File: src/rtl/time_dmr_pkg.sv
// Types and helpers shared by the start and end stages of the time-DMR pair.
package time_dmr_pkg;

  typedef enum logic [0:0] {EMPTY = 1'b0, HELD = 1'b1} dmr_state_e;

  // The ID's MSB carries the XOR of its lower bits; w is the real ID width.
  function automatic logic id_ok(input logic [31:0] id, input int w);
    logic p;
    p = 1'b0;
    for (int i = 0; i < w - 1; i++) p ^= id[i];
    return id[w-1] == p;
  endfunction

endpackage

File: src/rtl/time_dmr_out_reg.sv
// Single-entry valid/ready result register for {data, id, fault}.
module time_dmr_out_reg #(
  parameter type DataType = logic,
  parameter int  IDSize   = 2
) (
  input  logic              clk_i,
  input  logic              rst_i,
  input  logic              load_i,
  input  DataType           data_i,
  input  logic [IDSize-1:0] id_i,
  input  logic              fault_i,
  output logic              can_load_o,
  output logic              valid_o,
  output DataType           data_o,
  output logic [IDSize-1:0] id_o,
  output logic              fault_o,
  input  logic              ready_i
);

  // Loadable when empty or being drained this cycle.
  assign can_load_o = !valid_o || ready_i;

  always_ff @(posedge clk_i) begin
    if (rst_i) begin
      valid_o <= 1'b0;
      data_o  <= '0;
      id_o    <= '0;
      fault_o <= 1'b0;
    end else if (load_i) begin
      valid_o <= 1'b1;
      data_o  <= data_i;
      id_o    <= id_i;
      fault_o <= fault_i;
    end else if (ready_i) begin
      valid_o <= 1'b0;
    end
  end

endmodule

File: src/rtl/time_dmr_end.sv
// Downstream end of the time-DMR pair: pairs copies by ID, compares them and
// emits one result per pair with a fault flag and a saturating fault counter.
module time_dmr_end
  import time_dmr_pkg::*;
#(
  parameter type DataType   = logic,
  parameter int  IDSize     = 2,
  parameter int  CountWidth = 8
) (
  input  logic                  clk_i,
  input  logic                  rst_i,
  input  logic                  enable_i,
  input  DataType               data_i,
  input  logic [IDSize-1:0]     id_i,
  input  logic                  valid_i,
  output logic                  ready_o,
  output DataType               data_o,
  output logic [IDSize-1:0]     id_o,
  output logic                  fault_o,
  output logic                  valid_o,
  input  logic                  ready_i,
  output logic [CountWidth-1:0] fault_count_o
);

  dmr_state_e        state, state_n;
  DataType           h_data;
  logic [IDSize-1:0] h_id;
  logic              h_load;

  logic              can_load, or_load, or_fault;
  DataType           or_data;
  logic [IDSize-1:0] or_id;
  logic              id_in_ok;

  assign id_in_ok = id_ok(32'(id_i), IDSize);

  always_comb begin
    state_n  = state;
    ready_o  = 1'b0;
    h_load   = 1'b0;
    or_load  = 1'b0;
    or_data  = data_i;
    or_id    = id_i;
    or_fault = 1'b0;
    case (state)
      EMPTY: begin
        if (enable_i) begin
          ready_o = 1'b1;
          if (valid_i) begin
            h_load  = 1'b1;
            state_n = HELD;
          end
        end else begin
          ready_o = can_load;
          if (valid_i && can_load) begin
            or_load  = 1'b1;
            or_fault = !id_in_ok;
          end
        end
      end
      HELD: begin
        // Pairing still applies here even if enable_i has since dropped.
        ready_o = can_load;
        if (valid_i && can_load) begin
          or_load = 1'b1;
          or_data = h_data;
          or_id   = h_id;
          if (id_i == h_id) begin
            or_fault = (data_i != h_data) || !id_in_ok;
            state_n  = EMPTY;
          end else begin
            // Orphan: emit the held copy as faulty and keep the new one.
            or_fault = 1'b1;
            h_load   = 1'b1;
          end
        end
      end
    endcase
  end

  always_ff @(posedge clk_i) begin
    if (rst_i) begin
      state  <= EMPTY;
      h_data <= '0;
      h_id   <= '0;
    end else begin
      state <= state_n;
      if (h_load) begin
        h_data <= data_i;
        h_id   <= id_i;
      end
    end
  end

  always_ff @(posedge clk_i) begin
    if (rst_i)
      fault_count_o <= '0;
    else if (valid_o && ready_i && fault_o && (fault_count_o != '1))
      fault_count_o <= fault_count_o + 1'b1;
  end

  time_dmr_out_reg #(.DataType(DataType), .IDSize(IDSize)) u_out_reg (
    .clk_i      (clk_i),
    .rst_i      (rst_i),
    .load_i     (or_load),
    .data_i     (or_data),
    .id_i       (or_id),
    .fault_i    (or_fault),
    .can_load_o (can_load),
    .valid_o    (valid_o),
    .data_o     (data_o),
    .id_o       (id_o),
    .fault_o    (fault_o),
    .ready_i    (ready_i)
  );

endmodule

File: config.mk
export PLATFORM = sky130hd
export DESIGN_NAME = time_dmr_end
export DESIGN_NICKNAME = d
export VERILOG_FILES = /design/src/rtl/time_dmr_pkg.sv /design/src/rtl/time_dmr_out_reg.sv /design/src/rtl/time_dmr_end.sv
export SDC_FILE = /design/constraint.sdc
export NUM_CORES = 1
export LEC_CHECK = 0
export BUFFER_PORTS_ARGS = -buffer_cell sky130_fd_sc_hd__buf_2
export CAP_MARGIN = 15
export CORE_AREA = 2 2 46 48
export CTS_BUF_LIST = sky130_fd_sc_hd__clkbuf_16
export DETAILED_ROUTE_END_ITERATION = 6
export DIE_AREA = 0 0 48 50
export PLACE_DENSITY = 0.73
export SETUP_SLACK_MARGIN = 0.05
export SLEW_MARGIN = 20
export SYNTH_ARGS = -nofsm -noshare
export SYNTH_HDL_FRONTEND = slang
export SYNTH_HIERARCHICAL = 1
export SYNTH_SLANG_ARGS = --single-unit
File: constraint.sdc
create_clock -name clk_i -period 1.5 [get_ports clk_i]
set_input_delay 0.3 -clock clk_i [delete_from_list [all_inputs] [get_ports clk_i]]
set_output_delay 0.3 -clock clk_i [all_outputs]
set_load 0.03 [all_outputs]
==> flow_summary.yaml <==
worst_setup_path:
  r2r-end: "fault_count_o[6]"
  path_class: "flop to output port"
  cp_max_fo: 4
  arrival_ps: 1110
  crit_path_start_kind: "flop"
  r2r.worst_path.cells: 5
  r2r_slack_ps: 140
  crit_required_ps: 1200
  cp-end-kind: "output port"
  rr_startpoint: "fault_count_o[0]"
clock_network:
  insertion_delay_ps: 240
  clock_path_buffers: 2
  htreeDepth: 1
  cts_root_buf: "clkbuf_16"
  ctsHoldBuffers: 0
  cts_sinks: 17
  path_clk_slew_ps: 50
  cts_buffers: 3
  cts_tree: "yes"
die:
  chipHeight_um: 50
  die_area_mm2: 0.00240
  die_w_um: 48
  initial_core_util_pct: 46.4
  row_count: 16
  io_pins: 22
  coreArea_mm2: 0.00190
yosys:
  yosysSeqAreaShare_pct: 38.5
  syn_inst: 91
  avgSynthCellArea_um2: 9.71
  syn-num-nets: 100
  synth.lib_cells_used.distinct: 28
  syn_area_um2: 883
  ys_warn_count: 6
  synth-seq-cells: 17
sta:
  fin_setup_tns_ps: 0
  fin_crit_ps: 1410
  max_freq_ghz: 0.708
  rsz0062_at_grt: "no"
  setup_viol: 0
  tightest_slew_ps: 333
  finalHoldViolations: 0
  skew_ps: 1.24
  fin_crit_sh_pct: 94.2
  drv_slew: 0
  slew_headroom_pct: 77.8
  whs_ps: 353
pwr:
  netSwitchingFraction_pct: 21.9
  p_seq_share_pct: 42.8
  power_density_mw_per_mm2: 1010
  p_leak_nw: 0.518
  power.switching_w: 0.000245
  power.internal_w: 0.000873
  ir_drop_mv: 0.617
  power_w: 0.00112
  clkPwrFrac_pct: 46.4
  comb_power_share_pct: 10.8
finish:
  final_cell_mix: "buf_2, dfxtp_1, nor2_1, nand2b_1"
  drive_gt1_share_pct: 32.2
  area_growth_pct: 25.8
  final_common_cell: "buf_2"
  fin_nets: 125
  n_antenna_cell: 0
hold_path:
  hold_path.class: "input port to flop"
  hp-start: "data_i"
  hold_end: "h_data"
  holdPathStages: 3
route:
  avgViaCountPerCell: 5.08
  wl_met1_um: 812
  drt_first_pass_iters: 4
  num_vias: 721
  top_layer_used: "met4"
  drt_iter0_markers: 7
  wl_per_cell_um: 12.1
  drc: 0
  route.met2.wl_um: 790
  detail-route-antenna-nets: 0
  wl_um: 1710
  wl_met3_um: 68
job:
  maxCapViolCount: 0
global_routing:
  grt_max_degree: 21
  grt_overflow_total: 0
  grt_pass1_vias: 665
  grt_use_total_pct: 16.3
  grt_pass1_wl_um: 2810
  antenna_found_initial: 0
status:
  status: "complete, no violations"
placement:
  port_buffers: 21
  gp_congestion: 0.757
  hpwl_um: 1210
registers in the layout (all words and copies together), names as in the netlist:
signal and flops:
u_out_reg/valid_o 1, state 1, fault_count_o 8, h_data 1, u_out_reg/id_o 2, u_out_reg/fault_o 1, h_id 2, u_out_reg/data_o 1
cell type report:
class | count | area (um^2)
fill | 179 | 791
timing repair buffer | 22 | 115
clock buffer | 3 | 75.1
sequential | 17 | 344
clock inverter | 1 | 3.75
multi-input combinational | 70 | 532
tap | 27 | 33.8
inverter | 2 | 7.51
synthesized netlist by cell type:
library cell,count,share of area (%)
nand2b_1,9,6.4
o211ai_1,2,1.7
o2111ai_1,1,0.99
a2111oi_2,1,1.7
and2_2,1,0.85
o21a_1,2,1.7
nand3_2,1,1.1
dfxtp_1,17,39
mux2i_1,8,9.1
a41o_1,1,1.1
nor2_1,13,5.5
o211ai_2,1,1.4
buf_6,1,1.3
o21ai_2,1,0.99
nand2_1,1,0.42
xor2_1,8,7.9
clkbuf_1,1,0.42
o21ba_1,1,1.1
mux2_1,3,3.8
a21oi_1,3,1.7
nand4_2,1,1.4
and3_1,4,2.8
xnor2_1,2,2.0
nand3_1,3,1.7
ha_1,1,1.4
inv_1,2,0.85
o22ai_2,1,1.4
nor3_1,1,0.57
power by group through the flow:
| stage | Clock (W) | Sequential (W) | Combinational [W] |
|---|---|---|---|
| after CTS | 0.000533 | 0.000479 | 0.000120 |
| after global placement | 0 | 0.000488 | 0.000117 |
| final | 0.000519 | 0.000479 | 0.000121 |
| after floorplan | 0 | 0.000502 | 0.0000714 |
| after detailed placement | 0 | 0.000488 | 0.000120 |
| after global routing | 0.000558 | 0.000481 | 0.000131 |
per-stage QoR:
stage / util, % / instances / worst slack (ps) / cell area [um^2]
final: 58.4 / 142 / 87.3 / 1110
after global routing: 58.4 / 142 / 33.3 / 1110
after CTS: 57.7 / 142 / 82.5 / 1100
after detailed placement: 53.6 / 138 / 32.4 / 1020
after global placement: 53.6 / 138 / 60.2 / 1020
after floorplan: - / 91 / 65.1 / 887
critical path: stages, from the launching register on:
cell	delay (ps)
dfxtp_2	340
nand2b_1	80
buf_4	150
nand2b_1	140
buf_4	170
kinds of logic (layout without fill, tap and decap cells):
group	after synthesis	in the layout	share of synthesized area (%)
flops	17	17	38.5
mux	11	11	12.9
buf+inv	4	28	2.55
compound gates	14	14	13.9
xor+xnor	10	10	9.92
fa+ha+maj	1	1	1.42
simple gates	34	34	20.8
what timing repair did:
item | 4_1_cts | 5_1_grt
endpoints found under the hold margin | 0 | 0
setup endpoints to repair | 0 | 7
buffers inserted | 0 | 0
resized for setup | 0 | 4
per-layer routing:
metal	GRT usage, %	vias to the layer above
met4	9.46	0
met5	0	-
met2	24.2	18
met3	4.40	4
li1	-	364
met1	20.3	335
worst max-delay path by stage:
stage | startpoint | end | slack [ps] | cells past startpoint
after floorplan | fault_count_o[4] | fault_count_o[7] | 70 | 4
after global placement | ready_i | u_out_reg/id_o[0] | 60 | 6
after detailed placement | ready_i | u_out_reg/id_o[1] | 30 | 6
after CTS | u_out_reg/valid_o | ready_o | 80 | 4
after global routing | u_out_reg/valid_o | ready_o | 30 | 4
final | u_out_reg/valid_o | ready_o | 90 | 4
Note: power is estimated with default switching activity, not from simulation.
